**src/rtl/fwd_hazard_unit.sv**
```systemverilog
//==============================================================================
// fwd_hazard_unit : EX operand forwarding + load-use stall (optional macro FWD_ZERO_REG_EN)
// Rev 1.0
//==============================================================================
`default_nettype none

module fwd_hazard_unit #(
  parameter int REG_AW = 4,
  parameter int DW     = 32
) (
  input  logic              clk,
  input  logic              rst_n,
  input  logic              id_valid,
  input  logic [REG_AW-1:0] id_ra,
  input  logic [REG_AW-1:0] id_rb,
  input  logic              id_b_imm,
  input  logic              id_we,
  input  logic [REG_AW-1:0] id_rd,
  input  logic              id_is_load,
  input  logic [DW-1:0]     ex_result,
  input  logic [DW-1:0]     mem_rdata,
  output logic              stall,
  output logic              fwd_a,
  output logic              fwd_b,
  output logic [DW-1:0]     fwd_data_a,
  output logic [DW-1:0]     fwd_data_b
);

  typedef enum logic [1:0] {
    SEL_NONE = 2'd0,
    SEL_M    = 2'd1,
    SEL_W    = 2'd2
  } sel_t;

  logic              e_valid_q, e_valid_d;
  logic              e_we_q, e_we_d;
  logic [REG_AW-1:0] e_rd_q, e_rd_d;
  logic              e_is_load_q, e_is_load_d;
  logic              m_valid_q, m_valid_d;
  logic              m_we_q, m_we_d;
  logic [REG_AW-1:0] m_rd_q, m_rd_d;
  logic              m_is_load_q, m_is_load_d;
  logic [DW-1:0]     m_data_q, m_data_d;
  logic [DW-1:0]     w_data_q, w_data_d;
  sel_t              sel_a_q, sel_a_d;
  sel_t              sel_b_q, sel_b_d;

  logic e_match_a, e_match_b, m_match_a, m_match_b;

  function automatic logic slot_match(input logic v, input logic we,
                                      input logic [REG_AW-1:0] rd,
                                      input logic [REG_AW-1:0] r);
`ifdef FWD_ZERO_REG_EN
    return v & we & (rd == r) & (rd != '0);
`else
    return v & we & (rd == r);
`endif
  endfunction

  always_comb begin
    e_match_a = slot_match(e_valid_q, e_we_q, e_rd_q, id_ra);
    e_match_b = slot_match(e_valid_q, e_we_q, e_rd_q, id_rb);
    m_match_a = slot_match(m_valid_q, m_we_q, m_rd_q, id_ra);
    m_match_b = slot_match(m_valid_q, m_we_q, m_rd_q, id_rb);

    stall = id_valid & e_is_load_q & (e_match_a | (~id_b_imm & e_match_b));

    e_valid_d   = id_valid & ~stall;
    e_we_d      = id_we;
    e_rd_d      = id_rd;
    e_is_load_d = id_is_load;

    m_valid_d   = e_valid_q;
    m_we_d      = e_we_q;
    m_rd_d      = e_rd_q;
    m_is_load_d = e_is_load_q;
    m_data_d    = ex_result;
    w_data_d    = m_is_load_q ? mem_rdata : m_data_q;

    // Selects are named by where the producer will sit when the consumer reaches EX.
    // A matching load in E never reaches here: it has already raised stall.
    sel_a_d = SEL_NONE;
    sel_b_d = SEL_NONE;
    if (id_valid && !stall) begin
      if (e_match_a)      sel_a_d = SEL_M;
      else if (m_match_a) sel_a_d = SEL_W;
      if (!id_b_imm) begin
        if (e_match_b)      sel_b_d = SEL_M;
        else if (m_match_b) sel_b_d = SEL_W;
      end
    end
  end

  // WB-stage tags are not kept: the register file already serves that producer.
  always_ff @(posedge clk or negedge rst_n) begin
    if (!rst_n) begin
      e_valid_q   <= 1'b0;
      e_we_q      <= 1'b0;
      e_rd_q      <= '0;
      e_is_load_q <= 1'b0;
      m_valid_q   <= 1'b0;
      m_we_q      <= 1'b0;
      m_rd_q      <= '0;
      m_is_load_q <= 1'b0;
      m_data_q    <= '0;
      w_data_q    <= '0;
      sel_a_q     <= SEL_NONE;
      sel_b_q     <= SEL_NONE;
    end else begin
      e_valid_q   <= e_valid_d;
      e_we_q      <= e_we_d;
      e_rd_q      <= e_rd_d;
      e_is_load_q <= e_is_load_d;
      m_valid_q   <= m_valid_d;
      m_we_q      <= m_we_d;
      m_rd_q      <= m_rd_d;
      m_is_load_q <= m_is_load_d;
      m_data_q    <= m_data_d;
      w_data_q    <= w_data_d;
      sel_a_q     <= sel_a_d;
      sel_b_q     <= sel_b_d;
    end
  end

  assign fwd_a      = (sel_a_q != SEL_NONE);
  assign fwd_b      = (sel_b_q != SEL_NONE);
  assign fwd_data_a = (sel_a_q == SEL_M) ? m_data_q : w_data_q;
  assign fwd_data_b = (sel_b_q == SEL_M) ? m_data_q : w_data_q;

endmodule

`default_nettype wire

```
**config.mk**
```make
export PLATFORM = sky130hd
export DESIGN_NAME = fwd_hazard_unit
export DESIGN_NICKNAME = d
export VERILOG_FILES = /design/src/rtl/fwd_hazard_unit.sv
export SDC_FILE = /design/constraint.sdc
export NUM_CORES = 1
export LEC_CHECK = 0
export ABC_CLOCK_PERIOD_IN_PS = 2000
export BUFFER_PORTS_ARGS = -buffer_cell sky130_fd_sc_hd__buf_2
export CAP_MARGIN = 10
export CORE_ASPECT_RATIO = 1.5
export CORE_MARGIN = 4
export CORE_UTILIZATION = 28
export CTS_CLUSTER_SIZE = 24
export DETAILED_ROUTE_END_ITERATION = 16
export PLACE_DENSITY_LB_ADDON = 0.12
export SYNTH_ARGS = -nofsm -noshare
export SYNTH_HDL_FRONTEND = slang
export SYNTH_SLANG_ARGS = --single-unit
```
**constraint.sdc**
```tcl
create_clock -name clk -period 2 [get_ports clk]
set_input_delay 0.3 -clock clk [delete_from_list [all_inputs] [get_ports clk]]
set_output_delay 0.3 -clock clk [all_outputs]
set_load 0.005 [all_outputs]
```
==> results_dict.tcl <==
set metrics [dict create \
    peakVddDrop_mv 0.379 \
    cts_max_level 3 \
    hp-class "input port to flip-flop" \
    intPower_mw 2.93 \
    hold_path_depth 1 \
    syn_area_per_cell_um2 15.3 \
    cp-start-kind "flip-flop" \
    finalClockSkew_ns 0.00521 \
    grt_max_degree 33 \
    avgRoutedWirePerCell_um 16.6 \
    cp.required_ns 1.70 \
    place.gp.congestion 0.783 \
    ys_seq_area_frac 0.587 \
    rrSetupSlack_ns 0.62 \
    grt_pass1_vias 2675 \
    synth_common_cells "mux2_2, dfrtp_1, buf_2" \
    synth_edf_count 0 \
    nNetsFinal 467 \
    ant_nets 0 \
    coreArea_um2 12100 \
    cts_made_buffers 9 \
    crit_path_end_kind "output port" \
    holdCritStartpoint "ex_result[16]" \
    die_area_um2 14400 \
    die_y_um 145 \
    drtPass1Iterations 4 \
    ys_seq_elements 82 \
    drc 0 \
    synthesis.nets 310 \
    tns_ns 0 \
    setup_viol 0 \
    swShare 0.231 \
    initial_core_util 0.289 \
    synthCells 228 \
    num_rows 49 \
    fillers 1192 \
    arrival_ns 1.60 \
    first_iter_violations 32 \
    cts_tree "yes" \
    diodes 0 \
    slew_headroom 0.755 \
    cts_setup_buffers 0 \
    finalCritPeriodShare 0.948 \
    critPathKind "flip-flop to output port" \
    grt.overflow.total 0 \
    synth_top_cell_area_share 0.587 \
    clkTransAtPathRegs_ns 0.06 \
    synthTopCellsByArea "dfrtp_1, mux2_2, mux2_1, xnor2_1, xor2_1" \
    layout-drive-gt1-share 0.702 \
    dieWidth_um 99.2 \
    dp_hpwl_mm 6.94 \
    totalWireLength_mm 9.02 \
    areaGrowthSynthToFinish_pct 37.4 \
    switchingPower_uw 878 \
    synth-main-ff-cell "dfrtp_1" \
    r2r-start "e_rd_q[1]" \
    regArea_um2 2050 \
    power.static_leakage_nw 2.23 \
    async_flop_share 1.00 \
    ctsRootBufferMaster "clkbuf_16" \
    fmax_ghz 0.528 \
    status "finished, final reports clean" \
    cp_max_fo 3 \
    yosysMostFrequentCell "mux2_2" \
    grt_setup_unrepaired "no" \
    min_delay_worst_endpoint "m_data_q[16]" \
    period_needed_ns 1.90 \
    pwr-share-seq 0.477 \
    synth_area_um2 3490 \
    r2r_end "sel_b_q[1]" \
    grt_pass1_wl_mm 14.0 \
    via_per_inst 4.47 \
    ys_types 24 \
    finalHoldViolations 0 \
    ys_warn_count 0 \
    synth_top_area_cell "dfrtp_1" \
    cts_buffer_depth 2 \
    multiInputGateArea_um2 1430 \
    drv_slew 0 \
    cap_violations 0 \
    power_frac_comb 0.123 \
    r2r.worst_path.cells 5 \
    cts.sinks 82 \
    ios 149 \
    tightest_slew_ns 0.367 \
    clockPowerShare 0.400 \
    vias 2422 \
    power_density_nw_per_um2 793 \
    insertion_delay_ns 0.33 \
    p_total_mw 3.81 \
    portBuffers 148 \
    antenna_found_initial 2 \
    grt_usage 0.129 \
]
==> stage by stage <==
stage	hold WS (ns)	area [µm²]	cells	util	worst slack, ns
floorplan	0.00441	3490	228	-	0.552
global placement	0.243	4460	526	0.370	0.355
detailed placement	0.246	4460	526	0.370	0.350
CTS	0.0584	4760	542	0.394	0.00147
global route	0.0489	4800	542	0.397	0.00150
finish	0.0748	4800	542	0.397	0.105
==> worst max-delay path, cell delays in order (launching register included) <==
cell and delay (ns):
dfrtp_1 0.44, xnor2_2 0.19, nand3_2 0.12, nor3_2 0.25, o211a_1 0.17, buf_2 0.10
==> cell usage in the layout (no fill, tap or decap) <==
cell type	synthesis	layout
a2111oi_2	1	1
a211oi_1	1	1
a21oi_1	1	1
and3_1	2	2
buf_12	0	1
buf_2	9	147
buf_4	0	7
buf_6	0	1
buf_8	0	1
clkbuf_16	0	9
clkbuf_8	0	2
clkinv_2	0	1
clkinvlp_4	0	3
dfrtp_1	82	82
dlygate4sd3_1	0	1
inv_1	1	1
mux2_1	7	7
mux2_2	89	89
nand3_1	4	3
nand3_2	0	1
nand4_1	1	1
nor2_1	1	1
nor2b_4	0	2
nor3_2	0	1
nor4_2	1	1
nor4_4	1	1
o211a_1	1	1
o21ai_1	1	1
o41ai_1	1	1
or2_2	2	2
xnor2_1	8	5
xnor2_2	0	3
xor2_1	8	8
==> logic make-up after synthesis <==
kind of cell / count (synthesis) / share of synthesized area
mux: 96 / 0.309
flops: 82 / 0.587
xor+xnor: 16 / 0.0401
simple gates: 15 / 0.0304
buf+inv: 13 / 0.0179
compound gates: 6 / 0.0147
==> power groups by stage <==
stage	sequential, mW	combinational [mW]	clock [mW]
2_1_floorplan	1.83	0.216	0
3_3_place_gp	1.84	0.470	0
3_5_place_dp	1.85	0.473	0
4_1_cts	1.82	0.477	1.59
5_1_grt	1.83	0.519	1.68
6_report	1.82	0.469	1.52
==> registers in the layout (all words and copies together), names as in the netlist <==
signal / flops
e_is_load_q: 1
sel_a_q: 2
m_rd_q: 4
m_valid_q: 1
m_data_q: 32
e_valid_q: 1
w_data_q: 32
m_is_load_q: 1
e_rd_q: 4
m_we_q: 1
sel_b_q: 2
e_we_q: 1
==> metal layers <==
metal	track usage	vias to the layer above	wire length [µm]
met4	0.0496	4	107
met2	0.239	81	5010
met3	0.0460	10	680
li1	-	1128	-
met1	0.132	1199	3190
met5	0	-	22
==> timing repair <==
| action | in CTS | in global routing |
|---|---|---|
| pin swaps | 0 | 2 |
| hold buffers | 1 | 0 |
| endpoints found under the setup margin | 6 | 2 |
| endpoints found under the hold margin | 24 | 0 |
| gates resized for setup | 2 | 6 |
==> worst max path at each step <==
stage               startpoint             end  slack [ns]  cells past startpoint
floorplan           sel_a_q[1]  fwd_data_a[10]        0.55                      4
global placement    sel_b_q[1]  fwd_data_b[22]        0.35                      4
detailed placement  sel_b_q[1]  fwd_data_b[22]        0.35                      4
CTS                  e_rd_q[3]           stall       0.001                      5
global route         e_rd_q[1]           stall       0.002                      5
finish               e_rd_q[1]           stall        0.10                      5
==> layout make-up <==
type                       instances  area share
timing repair buffer             158       0.176
inverter                           1    0.000782
clock inverter                     4     0.00574
clock buffer                      11      0.0527
tap                              153      0.0399
sequential                        82       0.428
multi-input combinational        133       0.297
Power figures use the tool's default switching activity.
